File: src/rtl/serial_pkg.sv
// serial_pkg: frame layout and controller state encoding shared by the receive path
package serial_pkg;
  localparam int FRAME_W   = 10;
  localparam int DATA_W    = 7;
  localparam int START_BIT = 0;
  localparam int DATA_LSB  = 1;
  localparam int DATA_MSB  = 7;
  localparam int PAR_BIT   = 8;
  localparam int STOP_BIT  = 9;
  typedef enum logic [1:0] {IDLE, CHECK, COMMIT} state_t;
endpackage

File: src/rtl/rx_char_fifo.sv
// rx_char_fifo: show-ahead character FIFO; a pop frees room for a same-cycle push when full
module rx_char_fifo
  import serial_pkg::*;
#(
  parameter int DEPTH = 4,
  parameter int W     = DATA_W
) (
  input  logic                     clk,
  input  logic                     reset,
  input  logic                     push,
  input  logic                     pop,
  input  logic [W-1:0]             wr_data,
  output logic [W-1:0]             rd_data,
  output logic                     full,
  output logic                     empty,
  output logic [$clog2(DEPTH):0]   count
);
  localparam int AW = $clog2(DEPTH);
  logic [W-1:0]  mem_q [DEPTH];
  logic [W-1:0]  mem_d [DEPTH];
  logic [AW-1:0] wp_q, wp_d, rp_q, rp_d;
  logic [AW:0]   cnt_q, cnt_d;
  logic          do_push, do_pop;
  assign empty   = cnt_q == '0;
  assign full    = cnt_q == (AW+1)'(DEPTH);
  assign count   = cnt_q;
  assign rd_data = empty ? '0 : mem_q[rp_q];
  assign do_pop  = pop & ~empty;
  assign do_push = push & (~full | do_pop);
  // Pointer, occupancy and storage updates; pointers wrap naturally at power-of-two depth
  always_comb begin
    mem_d = mem_q;
    if (do_push) mem_d[wp_q] = wr_data;
    wp_d  = wp_q + AW'(do_push);
    rp_d  = rp_q + AW'(do_pop);
    cnt_d = cnt_q + (AW+1)'(do_push) - (AW+1)'(do_pop);
  end
  // State registers
  always_ff @(posedge clk or negedge reset) begin
    if (!reset) begin
      mem_q <= '{default: '0};
      wp_q  <= '0;
      rp_q  <= '0;
      cnt_q <= '0;
    end else begin
      mem_q <= mem_d;
      wp_q  <= wp_d;
      rp_q  <= rp_d;
      cnt_q <= cnt_d;
    end
  end
endmodule

File: src/rtl/serial_rx_controller.sv
// serial_rx_controller: validates received frames, queues good characters, counts dropped frames
module serial_rx_controller
  import serial_pkg::*;
#(
  parameter int FIFO_DEPTH = 4,
  parameter int CNT_W      = 8
) (
  input  logic                          clk,
  input  logic                          reset,
  input  logic                          rx_enable,
  input  logic [FRAME_W-1:0]            rx_frame,
  input  logic                          rx_char_received,
  input  logic                          rd_req,
  output logic [DATA_W-1:0]             rd_data,
  output logic                          rd_valid,
  output logic [$clog2(FIFO_DEPTH):0]   fifo_count,
  output logic                          parity_err,
  output logic                          framing_err,
  output logic                          overflow,
  output logic [CNT_W-1:0]              err_count,
  input  logic                          clr_err
);
  state_t             state_q, state_d;
  logic [FRAME_W-1:0] frame_q, frame_d;
  logic               prev_q, perr_q, perr_d, ferr_q, ferr_d;
  logic               parity_q, parity_d, framing_q, framing_d, ovf_q, ovf_d;
  logic [CNT_W-1:0]   err_q, err_d, err_base;
  logic               new_frame, commit, bad, push, full, empty, drop, err_evt;
  assign new_frame = rx_char_received & ~prev_q;
  assign commit    = state_q == COMMIT;
  assign bad       = perr_q | ferr_q;
  assign push      = commit & ~bad;
  assign drop      = push & full & ~rd_req;
  assign err_evt   = commit & (bad | drop);
  rx_char_fifo #(.DEPTH(FIFO_DEPTH), .W(DATA_W)) u_fifo (
    .clk    (clk),
    .reset  (reset),
    .push   (push),
    .pop    (rd_req),
    .wr_data(frame_q[DATA_MSB:DATA_LSB]),
    .rd_data(rd_data),
    .full   (full),
    .empty  (empty),
    .count  (fifo_count)
  );
  assign rd_valid    = ~empty;
  assign parity_err  = parity_q;
  assign framing_err = framing_q;
  assign overflow    = ovf_q;
  assign err_count   = err_q;
  // Frame sequencing: latch on a fresh strobe, check, then commit
  always_comb begin
    state_d = state_q;
    frame_d = frame_q;
    perr_d  = perr_q;
    ferr_d  = ferr_q;
    case (state_q)
      IDLE: if (new_frame && rx_enable) begin
        frame_d = rx_frame;
        state_d = CHECK;
      end
      CHECK: begin
        perr_d  = ^frame_q[PAR_BIT:DATA_LSB];
        ferr_d  = frame_q[START_BIT] | ~frame_q[STOP_BIT];
        state_d = COMMIT;
      end
      default: state_d = IDLE;
    endcase
  end
  // Sticky flags and saturating drop counter; a coincident new error beats clr_err
  always_comb begin
    err_base  = clr_err ? '0 : err_q;
    err_d     = (err_evt && !(&err_base)) ? err_base + 1'b1 : err_base;
    parity_d  = (parity_q & ~clr_err) | (commit & perr_q);
    framing_d = (framing_q & ~clr_err) | (commit & ferr_q);
    ovf_d     = (ovf_q & ~clr_err) | drop;
  end
  // State registers
  always_ff @(posedge clk or negedge reset) begin
    if (!reset) begin
      state_q   <= IDLE;
      frame_q   <= '0;
      prev_q    <= 1'b0;
      perr_q    <= 1'b0;
      ferr_q    <= 1'b0;
      parity_q  <= 1'b0;
      framing_q <= 1'b0;
      ovf_q     <= 1'b0;
      err_q     <= '0;
    end else begin
      state_q   <= state_d;
      frame_q   <= frame_d;
      prev_q    <= rx_char_received;
      perr_q    <= perr_d;
      ferr_q    <= ferr_d;
      parity_q  <= parity_d;
      framing_q <= framing_d;
      ovf_q     <= ovf_d;
      err_q     <= err_d;
    end
  end
endmodule

File: config.mk
export PLATFORM = sky130hd
export DESIGN_NAME = serial_rx_controller
export DESIGN_NICKNAME = d
export VERILOG_FILES = /design/src/rtl/serial_pkg.sv /design/src/rtl/rx_char_fifo.sv /design/src/rtl/serial_rx_controller.sv
export SDC_FILE = /design/constraint.sdc
export NUM_CORES = 1
export LEC_CHECK = 0
export ABC_CLOCK_PERIOD_IN_PS = 2900
export CORE_AREA = 3 3 88 69
export CTS_BUF_LIST = sky130_fd_sc_hd__clkbuf_2
export CTS_CLUSTER_DIAMETER = 80
export CTS_CLUSTER_SIZE = 25
export DETAILED_ROUTE_END_ITERATION = 10
export DIE_AREA = 0 0 91 72
export GPL_ROUTABILITY_DRIVEN = 0
export GPL_TIMING_DRIVEN = 1
export PLACE_DENSITY = 0.78
export SETUP_SLACK_MARGIN = 0.05
export SYNTH_ARGS = -nofsm -noshare
export SYNTH_HDL_FRONTEND = slang
export SYNTH_HIERARCHICAL = 1
export SYNTH_SLANG_ARGS = --single-unit
export TNS_END_PERCENT = 20
File: constraint.sdc
create_clock -name clk -period 2.9 [get_ports clk]
set_input_delay 0.58 -clock clk [delete_from_list [all_inputs] [get_ports clk]]
set_output_delay 0.58 -clock clk [all_outputs]
set_load 0.01 [all_outputs]
==> results of run 1 <==
-- sequential cells by signal (all words and copies together) (netlist names), 2 cells and up --
signal,count
err_count,8
frame_q,10
state_q,2
u_fifo/count,3
u_fifo/mem_q,28
u_fifo/rp_q,2
u_fifo/wp_q,2
-- power breakdown --
group          total [mW]  internal [mW]  switching, mW
Clock               0.461          0.186          0.275
Combinational       0.871          0.579          0.291
Sequential           1.35           1.10          0.257
-- worst max-delay path: stages (launching register included) --
cell            delay, ns
dfrtp_2              0.56
mux4_2               0.53
nor2b_1              0.15
dlymetal6s2s_1       0.17
-- per-layer routing --
layer	part of all wire, %	GRT usage, %	vias to the layer above
li1	-	-	827
met1	49	24.3	873
met2	44	25.9	46
met3	5.1	6.74	7
met4	1.4	5.85	0
met5	0	0	-
-- cell usage in the layout (no fill, tap or decap), types with 4 or more instances in the layout --
master / count
mux4_2: 7
ha_1: 4
mux2_4: 7
dfrtp_1: 60
xnor2_1: 10
clkdlybuf4s50_1: 29
clkbuf_2: 10
xor2_1: 4
dlymetal6s2s_1: 7
nand3_1: 4
nor2b_1: 11
nor2_1: 4
buf_4: 5
inv_1: 5
nand2_1: 8
mux2_2: 31
-- worst paths after layout --
kind,startpoint,end,cells after the start
hold reg to reg,frame_q[9],frame_q[9],1
hold / removal,reset,u_fifo/mem_q[15],1
max in group asynchronous,reset,u_fifo/mem_q[26],2
setup / recovery,u_fifo/rp_q[0],rd_data[5],3
min in group clk,frame_q[9],frame_q[9],1
setup reg to reg,state_q[1],u_fifo/mem_q[26],5
-- through the flow --
step / instance area [sq um] / hold WS [ns] / power [mW] / setup WS (ns)
after CTS: 3430 / 0.0949 / 2.74 / 0.0634
after global routing: 3450 / 0.0966 / 2.87 / 0.290
final: 3450 / 0.107 / 2.68 / 0.432
after global placement: 3340 / 0.484 / 2.23 / 0.366
after floorplan: 2850 / 0.284 / 1.91 / 0.526
after detailed placement: 3340 / 0.491 / 2.28 / 0.292
-- area by class of cell --
type | instances | area share [%]
Multi-Input combinational cell | 128 | 37.0
Clock buffer | 10 | 1.45
Clock inverter | 4 | 1.20
Sequential cell | 61 | 44.3
Inverter | 5 | 0.544
Timing Repair Buffer | 43 | 12.8
Tap cell | 75 | 2.72
-- logic make-up after synthesis --
kind of cell               count (synthesis)  share of synthesized area, %
adders and majority gates                  5                          2.46
and+or+nand+nor                           48                          11.8
AOI/OAI and AO/OA                         14                          3.73
DFF                                       61                          53.5
muxes                                     47                          22.2
buffers and inverters                     10                          1.93
xor gates and xnor gates                  14                          4.30
==> out/qor.yml, run 1 <==
yosys:
  synthesis.nets: 220
  netlist_area_sq_um: 2850
  synth_area_per_cell_sq_um: 14.3
  yosysMostFrequentCell: "dfrtp_1"
  synth_edf_count: 0
  synth_top_area_share_pct: 53.5
  synthArstFlopShare_pct: 100
  synth_seq_cells: 61
  yosysSeqAreaShare_pct: 53.5
  synthDistinctLibCells: 40
  synthCells: 199
  yosysTopAreaCell: "dfrtp_1"
  yosys-top-cells-count: "dfrtp_1, mux2_2, nor2b_1, xnor2_1, nand2_1"
  synthFlopType: "dfrtp_1"
  yosysWarnings: 6
  ys_top_cells_by_area: "dfrtp_1, mux2_2, mux4_2"
die:
  die_x_um: 91
  die_height_um: 72
  placement_rows: 23
  die_area_sq_um: 6550
  io_pins: 38
  start_util_pct: 53.9
  core_sq_um: 5300
sta:
  skew_ns: 0.0325
  final.setup.tns_ns: 0
  rsz0062_at_grt: "no"
  relSlewSlack_pct: 55.3
  tightestPinTransition_ns: 0.671
  setup_viol: 0
  post-route-period-util_pct: 85.1
  report.final.slew_viol_count: 0
  max_freq_mhz: 405
  fin_crit_ns: 2.47
  hold_violations: 0
critical_path:
  criticalPathCategory: "reg2out"
  cp.arrival_ns: 1.89
  r2r_slack_ns: 0.45
  endpoint_kind: "output pin"
  cp-start-kind: "flop"
  crit_required_ns: 2.32
  cp_max_fo: 8
cts:
  h-tree-depth: 3
  cts_tree: "done"
  clk_latency_ns: 0.47
  cts_resized: 1
  hold_buffers: 0
  cts_setup_buffers: 0
  cts.clk_slew.worst_paths_ns: 0.17
  clockRootBuffer: "clkbuf_2"
  clk_path_buf_depth: 2
  clkSinkCount: 61
  numCtsBuffers: 9
global_route:
  grt_start_max_net_pins: 34
  grt_pass1_vias: 1794
  grt_use_total_pct: 17.6
  overflow: 0
  grt_antenna_before_repair: 0
  grt_pass1_wl_um: 8880
power:
  power.density_nw_per_um2: 778
  leakagePower_nw: 1.66
  vdd_drop_max_mv: 0.375
route:
  post_drt_wl_per_cell_um: 15.7
  dr_total_vias: 1753
  vias_per_cell: 5.38
  drt_iter0_drc: 88
  ant_nets: 0
  first_pass_iters: 4
  wl_um: 5120
  drc: 0
job:
  max-cap-violations: 0
final_layout:
  regArea_sq_um: 1530
  multi_input_area_sq_um: 1280
  fin_nets: 269
  diodes: 0
  stdcell_count: 326
  fin_util_pct: 65.1
  fillers: 401
  syn_to_final_growth_pct: 20.9
  drive_above_1_share_pct: 29.9
placement:
  portBuffers: 37
  placed_cells: 312
  dp_hpwl_um: 3670
worst_hold_path:
  hold_path_class: "in2async"
run_status:
  status: "finished clean"
(Power assumes the default switching activity.)
==> run 2: changes to the inputs <==
--- a/config.mk
+++ b/config.mk
@@ -6,6 +6,7 @@
 export NUM_CORES = 1
 export LEC_CHECK = 0
 export ABC_CLOCK_PERIOD_IN_PS = 2900
+export CAP_MARGIN = 5
 export CORE_AREA = 3 3 88 69
 export CTS_BUF_LIST = sky130_fd_sc_hd__clkbuf_2
 export CTS_CLUSTER_DIAMETER = 80
@@ -13,7 +14,7 @@
 export DETAILED_ROUTE_END_ITERATION = 10
 export DIE_AREA = 0 0 91 72
 export GPL_ROUTABILITY_DRIVEN = 0
-export GPL_TIMING_DRIVEN = 1
+export GPL_TIMING_DRIVEN = 0
 export PLACE_DENSITY = 0.78
 export SETUP_SLACK_MARGIN = 0.05
 export SYNTH_ARGS = -nofsm -noshare
==> out/qor.yml, run 2 (same netlist as run 1, synthesis figures left out) <==
sta:
  max_freq_mhz: 364  # -10%
  tightestPinTransition_ns: 0.788  # +0.117 ns
  relSlewSlack_pct: 47.5  # -7.8 points
  fin_crit_ns: 2.75  # +0.279 ns
  report.final.slew_viol_count: 0  # unchanged
  rsz0062_at_grt: "yes"
  hold_violations: 0  # unchanged
  skew_ns: 0.0156  # -0.0168 ns
  setup_viol: 0  # unchanged
  post-route-period-util_pct: 94.7  # +9.6 points
  worst_hold_slack_ns: 0.175  # +0.0682 ns
critical_path:
  crit_required_ns: 2.32  # about the same
  criticalPathCategory: "reg2out"
  cp_max_fo: 7  # -1
  r2r_slack_ns: 0.38  # -0.07 ns
  cp-start-kind: "flop"
  endpoint_kind: "output pin"
  cp.arrival_ns: 2.17  # +0.28 ns
cts:
  cts_setup_buffers: 0  # unchanged
  hold_buffers: 0  # unchanged
  cts_tree: "done"
  clkSinkCount: 61  # unchanged
  numCtsBuffers: 9  # unchanged
  h-tree-depth: 3  # unchanged
  clk_path_buf_depth: 2  # unchanged
  clockRootBuffer: "clkbuf_2"
  clk_latency_ns: 0.46  # about the same
  cts.clk_slew.worst_paths_ns: 0.16  # about the same
route:
  wl_um: 5080  # -0.92%
  ant_nets: 0  # unchanged
  drc: 0  # unchanged
  dr_total_vias: 1742  # -0.63%
  post_drt_wl_per_cell_um: 15.6  # -0.61%
  drt_iter0_drc: 82  # -6.8%
  vias_per_cell: 5.36  # -0.32%
  first_pass_iters: 4  # unchanged
die:
  die_area_sq_um: 6550  # unchanged
  start_util_pct: 53.9  # unchanged
  placement_rows: 23  # unchanged
  die_x_um: 91  # unchanged
  io_pins: 38  # unchanged
  core_sq_um: 5300  # unchanged
  die_height_um: 72  # unchanged
global_route:
  grt_pass1_wl_um: 8760  # -1.4%
  overflow: 0  # unchanged
  grt_pass1_vias: 1755  # -2.2%
  grt_use_total_pct: 17.4  # -0.14 points
  grt_antenna_before_repair: 0  # unchanged
  grt_start_max_net_pins: 36  # +5.9%
final_layout:
  syn_to_final_growth_pct: 21.7
  layout_common_cells: "dfrtp_1, clkdlybuf4s50_1, mux2_2"
  drive_above_1_share_pct: 30.4  # +0.52 points
  regArea_sq_um: 1530  # about the same
  fillers: 433  # +8.0%
  multi_input_area_sq_um: 1280  # +0.39%
  largest_register_ffs: 28  # unchanged
  fin_util_pct: 65.5  # +0.40 points
  fin_nets: 268  # -0.37%
  diodes: 0  # unchanged
  layout_commonest_cell: "dfrtp_1"
  regMostFlops: "u_fifo/mem_q"
power:
  vdd_drop_max_mv: 0.357  # -4.8%
  power.density_nw_per_um2: 817  # +4.9%
  leakagePower_nw: 1.57  # -5.2%
job:
  max-cap-violations: 0  # unchanged
worst_hold_path:
  hold_path_class: "in2async"
run_status:
  status: "finished clean"
placement:
  portBuffers: 37  # unchanged
  dp_hpwl_um: 3750  # +2.0%
==> run 2: cell count changes in the layout (fill, tap and decap cells not counted), moves of 2 or more <==
| cell | previous run | this run |
|---|---|---|
| buf_4 | 5 | 0 |
| dlymetal6s2s_1 | 7 | 1 |
| buf_6 | 0 | 3 |
| clkdlybuf4s50_1 | 29 | 35 |
| clkinv_1 | 3 | 0 |
| clkinv_2 | 0 | 2 |
==> run 2: metrics by stage <==
| stage | power, mW | cell area (sq um) | instances | setup TNS [ns] | worst slack [ns] |
|---|---|---|---|---|---|
| 2_1_floorplan | 1.91 | 2850 | 199 | 0 | 0.526 |
| 3_3_place_gp | 2.23 | 3320 | 311 | -42.30 | -0.697 |
| 3_5_place_dp | 2.29 | 3330 | 312 | -0.000250 | -0.000250 |
| 4_1_cts | 2.86 | 3460 | 325 | 0 | 0.0573 |
| 5_1_grt | 3.02 | 3470 | 325 | 0 | 0.0253 |
| 6_report | 2.83 | 3470 | 325 | 0 | 0.153 |
==> run 2: report_power, final <==
group          total [mW]  internal [mW]  switching (mW)
clock network       0.556          0.274           0.283
registers            1.35           1.09           0.254
logic               0.929          0.605           0.324
==> run 2: worst paths after layout <==
check,start,cells after the start,to
worst max-delay path,u_fifo/rp_q[0],4,rd_data[6]
worst min-delay path,reset,1,u_fifo/mem_q[8]
worst max register to register,state_q[0],6,u_fifo/mem_q[27]
worst min register to register,u_fifo/mem_q[20],1,u_fifo/mem_q[20]
max in group asynchronous,reset,2,u_fifo/mem_q[2]
min in group clk,u_fifo/mem_q[20],1,u_fifo/mem_q[20]
==> run 2: layout make-up <==
type / count / area share [%]
flip-flops and latches: 61 / 44.0
multi-input cells: 128 / 36.9
repair buffers: 38 / 11.2
well taps: 75 / 2.70
clock inverters: 5 / 2.24
clock buffers: 9 / 1.30
plain buffers: 4 / 1.12
inverters: 5 / 0.541
==> run 2: routing by layer <==
metal  GRT usage, %  vias up  wire [um]
li1               -      824          -
met1           23.8      877       2460
met2           26.8       39       2350
met3           6.63        2        235
met4           4.52        0         31
met5              0        -          0
==> run 2: what timing repair did <==
action / CTS / global route
resized for setup: 3 / 2
endpoints found under the setup margin: 9 / 7
endpoints found under the hold margin: 0 / 0
==> run 2: worst max-delay path: stages, from the launching register on <==
cell             delay [ns]
dfrtp_1                0.40
buf_6                  0.17
mux4_2                 0.51
nor2b_1                0.14
clkdlybuf4s50_1        0.49
==> run 3: changes to the inputs <==
--- a/config.mk
+++ b/config.mk
@@ -15,7 +15,7 @@
 export DIE_AREA = 0 0 91 72
 export GPL_ROUTABILITY_DRIVEN = 0
 export GPL_TIMING_DRIVEN = 0
-export PLACE_DENSITY = 0.78
+export PLACE_DENSITY = 0.77
 export SETUP_SLACK_MARGIN = 0.05
 export SYNTH_ARGS = -nofsm -noshare
 export SYNTH_HDL_FRONTEND = slang
==> out/qor.yml, run 3 (same netlist as run 1, synthesis figures left out) <==
route:
  post_drt_wl_per_cell_um: 16.3  # +4.2%
  wl_um: 5340  # +5.1%
  ant_nets: 0  # unchanged
  first_pass_iters: 4  # unchanged
  drc: 0  # unchanged
  vias_per_cell: 5.34  # -0.46%
  drt_iter0_drc: 48  # -41%
  dr_total_vias: 1750  # +0.46%
run_status:
  status: "finished clean"
final_layout:
  layout_commonest_cell: "dfrtp_1"
  syn_to_final_growth_pct: 23.1
  drive_above_1_share_pct: 30.4  # +0.035 points
  regMostFlops: "u_fifo/mem_q"
  largest_register_ffs: 28  # unchanged
  diodes: 0  # unchanged
  fin_nets: 269  # +0.37%
  fin_util_pct: 66.3  # +0.76 points
  layout_common_cells: "dfrtp_1, clkdlybuf4s50_1, mux2_2"
  stdcell_count: 328  # +0.92%
power:
  power.density_nw_per_um2: 836  # +2.4%
  leakagePower_nw: 1.60  # +1.8%
  vdd_drop_max_mv: 0.391  # +9.3%
critical_path:
  crit_chain: "buf_6 > mux4_2 > nor2b_1 > clkdlybuf4s50_1"
  cp_max_fo: 7  # unchanged
  crit_required_ns: 2.32  # about the same
  endpoint_kind: "output pin"
  crit_slowest_cell: "mux4_2"
  crit_family: "buffers and inverters"
  cp.arrival_ns: 2.20  # +0.03 ns
  cp-start-kind: "flop"
  crit_buf_inv: 2  # unchanged
  max_stage_delay_ns: 0.51  # about the same
  criticalPathCategory: "reg2out"
sta:
  relSlewSlack_pct: 55.1  # +7.6 points
  hold_violations: 0  # unchanged
  rsz0062_at_grt: "yes"
  post-route-period-util_pct: 95.7  # +0.99 points
  worst_hold_slack_ns: 0.523  # +0.348 ns
  setup_ws_ns: 0.124  # -0.0287 ns
  max_freq_mhz: 360  # -1.0%
  fin_crit_ns: 2.78  # +0.0287 ns
  setup_viol: 0  # unchanged
  final.setup.tns_ns: 0  # unchanged
  skew_ns: 0.0201  # +0.00448 ns
  tightestPinTransition_ns: 0.670  # -0.118 ns
  report.final.slew_viol_count: 0  # unchanged
placement:
  placed_cells: 312  # unchanged
  portBuffers: 37  # unchanged
  dp_slack_ns: 0.0764  # +0.0766 ns
  dp_hpwl_um: 3810  # +1.8%
cts:
  clk_latency_ns: 0.48  # +0.02 ns
  numCtsBuffers: 9  # unchanged
  cts_tree: "done"
  clockRootBuffer: "clkbuf_2"
  clkSinkCount: 61  # unchanged
  cts.clk_slew.worst_paths_ns: 0.16  # about the same
  cts_setup_buffers: 0  # unchanged
  h-tree-depth: 3  # unchanged
  clk_path_buf_depth: 2  # unchanged
global_route:
  overflow: 0  # unchanged
  grt_start_max_net_pins: 41  # +14%
  grt_antenna_before_repair: 0  # unchanged
  grt_pass1_wl_um: 9140  # +4.4%
  grt_use_total_pct: 18.4  # +0.92 points
  grt_pass1_vias: 1861  # +6.0%
worst_hold_path:
  hold_path_class: "reg2reg"
die:
  die_x_um: 91  # unchanged
  die_height_um: 72  # unchanged
  die_area_sq_um: 6550  # unchanged
  start_util_pct: 53.9  # unchanged
  core_sq_um: 5300  # unchanged
  io_pins: 38  # unchanged
  placement_rows: 23  # unchanged
job:
  max-cap-violations: 0  # unchanged
[run 3: report_power, final]
part / internal, mW / switching (mW)
Sequential: 1.09 / 0.244
Clock: 0.376 / 0.291
Combinational: 0.598 / 0.332
[run 3: area by class of cell]
cell class                 instances  area (sq um)
buffer                             4          38.8
clock buffer                      11          55.1
clock inverter                     5          98.8
fill                             409          1790
inverter                           5          18.8
multi-input combinational        128          1280
sequential                        61          1530
tap                               75          93.8
timing repair buffer              39           397
[run 3: path summary, 6_finish.rpt]
kind | cells past startpoint | slack (ns) | from | end
max | 4 | 0.12 | u_fifo/rp_q[0] | rd_data[4]
min reg2reg | 1 | 0.52 | u_fifo/mem_q[0] | u_fifo/mem_q[0]
max reg2reg | 6 | 0.32 | state_q[0] | u_fifo/mem_q[21]
max in group asynchronous | 3 | 1.72 | reset | frame_q[6]
min | 1 | 0.52 | u_fifo/mem_q[0] | u_fifo/mem_q[0]
min in group asynchronous | 2 | 0.57 | reset | err_count[0]
[run 3: stage by stage]
stage                     power, mW  area (sq um)
after floorplan                1.91          2850
after global placement         2.24          3320
after detailed placement       2.28          3330
after CTS                      2.98          3510
after global routing           3.13          3510
final                          2.93          3510
[run 3: routing by layer]
layer  up-vias  track usage (%)  part of all wire [%]
met1       881             24.1                    46
met2        41             29.1                    48
met3         5             6.01                   5.0
li1        823                -                     -
met5         -                0                     0
met4         0             6.52                  0.79
[run 3: timing repair]
item                                   CTS  global route
endpoints found under the hold margin    2             0
hold buffers                             1             0
resized for setup                        5             1
setup endpoints to repair                8             6
[run 3: worst register-to-register path, cell delays in order, from the launching register on]
cell and delay, ns:
dfrtp_1 0.42, nor2b_1 0.27, nor3b_1 0.53, inv_1 0.23
or4_1 0.58, buf_6 0.17, mux2_4 0.29
